===== src/rtl/tbird_pkg.sv =====
// tbird_pkg: command codes and button bit positions shared by the taillight front end and its state machine.
package tbird_pkg;
  typedef enum logic [3:0] {
    CMD_IDLE   = 4'b1111,
    CMD_LEFT   = 4'b0111,
    CMD_HAZARD = 4'b1011,
    CMD_RESET  = 4'b1101,
    CMD_RIGHT  = 4'b1110
  } cmd_e;
  localparam int BTN_LEFT   = 3;
  localparam int BTN_HAZARD = 2;
  localparam int BTN_RESET  = 1;
  localparam int BTN_RIGHT  = 0;
endpackage


===== src/rtl/button_debouncer.sv =====
// button_debouncer: two-flop synchroniser, stable-count debounce and press pulse for one active-low button.
module button_debouncer #(
  parameter int DEBOUNCE_CYCLES = 500_000
) (
  input  logic clock,
  input  logic reset,
  input  logic raw_n_i,
  output logic level_n_o,
  output logic press_o
);
  localparam int CW = $clog2(DEBOUNCE_CYCLES + 1);
  logic [1:0] sync_q;
  logic [CW-1:0] cnt_q, cnt_d;
  logic lvl_q, lvl_d, press_q, press_d, diff, done;
  always_comb begin
    diff = sync_q[1] != lvl_q;
    done = diff && cnt_q == CW'(DEBOUNCE_CYCLES - 1);
    cnt_d = (diff && !done) ? cnt_q + CW'(1) : '0;
    lvl_d = lvl_q ^ done;
    press_d = done & lvl_q;
  end
  always_ff @(posedge clock) begin
    if (reset) begin
      sync_q <= 2'b11;
      cnt_q <= '0;
      lvl_q <= 1'b1;
      press_q <= 1'b0;
    end else begin
      sync_q <= {sync_q[0], raw_n_i};
      cnt_q <= cnt_d;
      lvl_q <= lvl_d;
      press_q <= press_d;
    end
  end
  assign level_n_o = lvl_q;
  assign press_o = press_q;
endmodule


===== src/rtl/tbird_button_encoder.sv =====
// tbird_button_encoder: turns four raw active-low buttons into a stable command code and slow enable for the taillight FSM.
module tbird_button_encoder
  import tbird_pkg::*;
#(
  parameter int CLK_HZ          = 50_000_000,
  parameter int TICK_HZ         = 4,
  parameter int DEBOUNCE_CYCLES = 500_000
) (
  input  logic       clock,
  input  logic       reset,
  input  logic [3:0] buttons_n,
  output logic [3:0] command,
  output logic       enable,
  output logic       hazard_active
);
  localparam int HALF = CLK_HZ / (2 * TICK_HZ);
  localparam int HW = $clog2(HALF);
  logic [3:0] level_n, press;
  logic [HW-1:0] tick_q, tick_d;
  logic en_q, en_d, wrap, fall_tick;
  logic haz_q, haz_d, pend_q, pend_d, rst_req;
  cmd_e cmd_q, cmd_d, cmd_sel;
  logic unused_ok;
  for (genvar i = 0; i < 4; i++) begin : g_btn
    button_debouncer #(.DEBOUNCE_CYCLES(DEBOUNCE_CYCLES)) u_db (
      .clock(clock),
      .reset(reset),
      .raw_n_i(buttons_n[i]),
      .level_n_o(level_n[i]),
      .press_o(press[i])
    );
  end
  assign unused_ok = ^{level_n[BTN_HAZARD], press[BTN_LEFT], press[BTN_RIGHT]};
  // Command only moves on enable's falling edge, so every rising edge sees a settled code.
  always_comb begin
    wrap = tick_q == HW'(HALF - 1);
    tick_d = wrap ? '0 : tick_q + HW'(1);
    en_d = en_q ^ wrap;
    fall_tick = wrap & en_q;
    haz_d = press[BTN_RESET] ? 1'b0 : haz_q ^ press[BTN_HAZARD];
    pend_d = fall_tick ? 1'b0 : pend_q | press[BTN_RESET];
    rst_req = pend_q | ~level_n[BTN_RESET];
    cmd_sel = rst_req ? CMD_RESET :
              haz_q ? CMD_HAZARD :
              (!level_n[BTN_LEFT] && level_n[BTN_RIGHT]) ? CMD_LEFT :
              (level_n[BTN_LEFT] && !level_n[BTN_RIGHT]) ? CMD_RIGHT : CMD_IDLE;
    cmd_d = fall_tick ? cmd_sel : cmd_q;
  end
  always_ff @(posedge clock) begin
    if (reset) begin
      tick_q <= '0;
      en_q <= 1'b0;
      haz_q <= 1'b0;
      pend_q <= 1'b0;
      cmd_q <= CMD_IDLE;
    end else begin
      tick_q <= tick_d;
      en_q <= en_d;
      haz_q <= haz_d;
      pend_q <= pend_d;
      cmd_q <= cmd_d;
    end
  end
  assign command = cmd_q;
  assign enable = en_q;
  assign hazard_active = haz_q;
endmodule

===== config.mk =====
export PLATFORM = sky130hd
export DESIGN_NAME = tbird_button_encoder
export DESIGN_NICKNAME = d
export VERILOG_FILES = /design/src/rtl/tbird_pkg.sv /design/src/rtl/button_debouncer.sv /design/src/rtl/tbird_button_encoder.sv
export SDC_FILE = /design/constraint.sdc
export NUM_CORES = 1
export LEC_CHECK = 0
export ABC_AREA = 1
export CAP_MARGIN = 0
export CORE_UTILIZATION = 43
export CTS_CLUSTER_DIAMETER = 200
export DETAILED_ROUTE_END_ITERATION = 12
export GPL_TIMING_DRIVEN = 0
export PLACE_DENSITY = 0.67
export SYNTH_ARGS = -nofsm -noshare
export SYNTH_HDL_FRONTEND = slang
export SYNTH_SLANG_ARGS = --single-unit

===== constraint.sdc =====
create_clock -name clock -period 3.5 [get_ports clock]
set_input_delay 0.7 -clock clock [delete_from_list [all_inputs] [get_ports clock]]
set_output_delay 0.7 -clock clock [all_outputs]
set_load 0.02 [all_outputs]

[Word-level counts from Yosys, hierarchy flattened]
Cells that the tools add are included.
Widths: inputs -> output; s select.
Operators by class
  $add $sub $neg: 5
  eq/ne operators: 9
  muxes and demuxes: 4
  bitwise operators: 16
  reduce and logical (&&, ||, !) cells: 23
Operator list (number)
  $add 19x1->19 const B: 4
  $eq 19x19->1 const B: 4
  $add 23x1->23 const B: 1
  $eq 23x23->1 const B: 1
  $reduce_or 2->1: 7
  $mux 4: 3
  $logic_and 1x1->1: 10
  $logic_not 1->1: 6
  $xor 1x1->1: 6
  $not 1->1: 5
  $ne 1x1->1: 4
  $and 1x1->1: 3
  $or 1x1->1: 2
  $mux 1: 1
Storage, ports and cells
  register bits after elaboration: 120
  output and inout bits: 6
  word-level logic and storage cells: 76

[Logic depth before layout (Yosys ltp)]
  depth after elaboration: 6
  mapped depth: 11

[Hierarchy]
From an unflattened synthesis, not the netlist that was laid out.
Second synthesis, totals
  cells, all modules: 835
  area total of the unflattened synthesis: 5901.9 um^2
By module, submodules not included
  button_debouncer: times used 4, cells each 158, area each 1108.6 um^2, seq. area each 460.4 um^2
  tbird_button_encoder: times used 1, cells each 203, area each 1467.7 um^2, seq. area each 600.6 um^2

[Least setup slack after synthesis]
No wires, ideal clock.
  path kind: reg2reg
  start: register tick_q[0]
  end: register cmd_q[0] (netlist: command[0])
  data arrival time: 1.830 ns
  data required time: 3.385 ns
  slack: 1.554 ns
  stages on the path, launching flop included: 12
  clock period less this slack: 1.946 ns
  path through: dfxtp_1 > ha_1 > nand3_1 > nor2_1 > inv_1 > nor4_1 > ha_1 > inv_1 > nor3_1 > nand2_1 > o22ai_1 > inv_1
On the way
  longest elaborated chain between the ends: 2
Ends and longest elaborated chain
  start, declared: RTL line tbird_button_encoder.sv:19  | logic [HW-1:0] tick_q, tick_d;
  start signal, assigned: RTL line tbird_button_encoder.sv:57  | tick_q <= tick_d;
  $eq 23x23->1: RTL line tbird_button_encoder.sv:36  | wrap = tick_q == HW'(HALF - 1);
  $and 1x1->1: RTL line tbird_button_encoder.sv:39  | fall_tick = wrap & en_q;
  net fall_tick: RTL line tbird_button_encoder.sv:20  | logic en_q, en_d, wrap, fall_tick;
  end signal, assigned: RTL line tbird_button_encoder.sv:61  | cmd_q <= cmd_d;
  end, declared: RTL line tbird_button_encoder.sv:22  | cmd_e cmd_q, cmd_d, cmd_sel;
The timed path passes the listed nets, and every way through them passes these cells.
A chain may end at the register's enable or synchronous reset.

[Worst setup path in the final report]
  start: register tick_q[0]
  end: register cmd_q[3] (netlist: command[3])
Same word-level chain as after synthesis.

==> metrics.md <==
| Metric | Value |
|---|---|
| Outcome | complete, no violations |
| Hold_sp | g_btn[1].u_db.sync_q[0] |
| Die X | 119.3 um |
| Chip height | 119.3 um |
| Cts hold-fix bufs | 0 |
| Worst IR Drop VDD | 358.8 uV |
| Initial core utilization | 44.34% |
| Cells after DPL | 1,037 |
| Share of cells above drive strength 1 | 10.64% |
| Reg2reg setup slack | 1.11 ns |
| Worst path required time | 3.82 ns |
| Hold WC Path Type | reg -> reg |
| Ant. Diodes | 0 |
| Layout fillers | 1,344 |
| CP startpoint | tick_q[0] |
| Max Fclk | 0.4179 GHz |
| Post-synthesis mux area share | 0% |
| Clock Tree Buf Depth | 2 |
| Seq/Total Area, Yosys | 40.59% |
| Part of the cycle the worst path needs | 68.37% |
| Die area | 14,240 um^2 |
| Via count | 5,034 |
| P&R area growth vs syn | 15.67% |
| Fin Setup TNS | 0 ns |
| Mapped Cells | 850 |
| Number of distinct library cells after synthesis | 35 |
| Final hold violations | 0 |
| Endpoints failing setup | 0 |
| Worst r2r dst | command[3] |
| DP HPWL | 8.584 mm |
| First-pass GRT wire length | 20.62 mm |
| Global route overflow | 0 |
| Critical Path Source Type | flop |
| Mapped cell area | 5918 um^2 |
| Worst-skew pair later-pin latency | 0.42 ns |
| Slew Viols, Final | 0 |
| Syn Nets | 862 |
| Hold Path Stages | 1 |
| Syn_area_per_cell | 6.963 um^2 |
| CTS clk-pin slew, worst paths | 0.06 ns |
| LEAKAGE | 0.002236 uW |
| Final net count | 892 |
| Worst-Margin Slew | 0.4563 ns |
| Hold path endpoint | g_btn[1].u_db.sync_q[1] |
| # port buffers | 11 |
| # rows | 42 |
| Post-synthesis simple-gate area fraction | 39.85% |
| CTS tree | done |
| Most common cell after layout, fill and taps aside | nand2_1 |
| First-pass iteration count of the detailed router | 5 |
| Worst Path Max Fanout | 4 |
| Drt wl/cell | 10.92 um |
| Minimum clock period | 2.393 ns |
| DRT iter0 DRCs | 243 |
| CP Class | reg -> reg |
| Largest family of logic cells by synthesized area | simple AND/OR/NAND/NOR gates |
| FF-to-FF Start | tick_q[0] |
| FF+latch count, synth | 120 |
| Clk root buf | clkbuf_16 |
| Power Density | 463.3 nW/um^2 |
| Core Util, Final | 51.28% |
| Setup bufs post-CTS | 0 |
| R2r worst-path depth | 11 |
| Vias per std cell | 4.709 |
| Hold_ws | 0.4061 ns |
| Ys Warns | 0 |
| Max-slew headroom | 69.58% |
| Post-route ant nets | 0 |
| Placer Congestion | 0.8458 |
| Antenna violations before repair | 0 |
| Worst Path Arrival | 2.71 ns |
| Clock sinks | 120 |
| Synth Area in Compound Gates | 4.567% |
| RSZ-0062 raised after global routing | no |
| Non-filler cells in the finished layout | 1,069 |
| Core Footprint | 13,350 um^2 |
| Cts bufs inserted | 17 |
| Vias in the first global route | 4,708 |
| Adder-cell share of the synthesized area | 1.268% |
| Pin count of the biggest net entering global routing | 17 |
| Cts repair resizes | 0 |
| # DRC | 0 |
| Total length of routed wires | 11.68 mm |
| Commonest non-fill, non-tap cells in the layout | nand2_1, nor2_1, dfxtp_1 |
| Clk_skew | 0.006726 ns |
| H-tree depth reported by CTS | 4 |
| Max-cap violations | 0 |
| GR Util All Layers | 18.06% |
| CP Capture Type | flop |
| IO Pins | 12 |
| XOR/XNOR Fraction of Synth Area | 6.512% |
-- power by group --
| part | internal (uW) | total, uW | switching [uW] |
|---|---|---|---|
| clock network | 1090 | 1740 | 653 |
| registers | 1380 | 1380 | 6.16 |
| logic | 19.6 | 47.0 | 27.5 |
-- cells by family after synthesis --
group,Yosys count
compound gates,47
xor+xnor,44
fa+ha+maj,6
buf+inv,101
flops,120
simple gates,532
-- stage by stage --
| stage | total power, uW | area, um^2 | worst slack (ns) |
|---|---|---|---|
| 3_5_place_dp | 1459 | 6248 | 1.143 |
| 4_1_cts | 3206 | 6845 | 1.103 |
| 2_1_floorplan | 1441 | 5918 | 1.554 |
| 6_report | 3172 | 6845 | 1.107 |
| 5_1_grt | 3280 | 6845 | 0.8474 |
| 3_3_place_gp | 1457 | 6248 | 1.185 |
-- cell usage after synthesis (all sizes together) --
| library cell | instances | share of area [%] |
|---|---|---|
| nor2 | 207 | 14 |
| nand3b | 3 | 0.38 |
| nor3b | 1 | 0.13 |
| nand4 | 25 | 2.6 |
| o21ai | 14 | 1.2 |
| nor4 | 1 | 0.11 |
| ha | 6 | 1.3 |
| xnor2 | 18 | 2.7 |
| clkbuf | 1 | 0.063 |
| xor2 | 26 | 3.8 |
| dfxtp | 120 | 41 |
| nor3 | 8 | 0.68 |
| nand2 | 213 | 14 |
| a31oi | 1 | 0.11 |
| or2 | 16 | 1.7 |
| o21bai | 2 | 0.25 |
| inv | 94 | 6.0 |
| o22ai | 2 | 0.21 |
| nand3 | 57 | 5.8 |
| buf | 6 | 1.1 |
| a21oi | 28 | 2.7 |
| nor2b | 1 | 0.11 |
-- area by class of cell --
class                      instances  area [um^2]  area share (%)
buffer                             7        71.32           1.042
clock buffer                      19        452.9           6.617
clock inverter                    13        143.9           2.102
inverter                          94        355.3           5.191
multi-input combinational        629         3089           45.13
sequential                       120         2402           35.09
tap                              176        220.2           3.217
timing repair buffer              11        110.1           1.608
-- worst max-delay path, stage by stage, from the launching register on --
cell	delay [ns]
dfxtp_1	0.38
ha_1	0.24
nand3_1	0.21
nor2_1	0.14
inv_1	0.07
nor4_1	0.30
ha_1	0.23
inv_1	0.06
nor3_1	0.33
nand2_1	0.14
o22ai_1	0.13
inv_1	0.05
-- sequential cells by signal (all words and copies together) (netlist names), named ones only --
name                cells
g_btn.u_db.sync_q       8
g_btn.u_db.press_o      2
pend_q                  1
g_btn.u_db.cnt_q       76
tick_q                 23
command                 4
enable                  1
hazard_active           1
-- how the worst max path moves through the flow --
stage,endpoint,cells past startpoint
6_report,command[3],11
5_1_grt,command[3],11
4_1_cts,command[0],11
3_5_place_dp,command[0],11
3_3_place_gp,command[0],11
2_1_floorplan,command[0],11
-- metal layers --
metal | global-route usage [%] | up-vias | part of all wire (%)
met5 | 0 | - | 0
met1 | 22.33 | 2237 | 50
met2 | 29.11 | 52 | 45
met3 | 5.364 | 17 | 2.8
met4 | 7.656 | 0 | 1.8
li1 | - | 2728 | -
(Power assumes the default switching activity.)
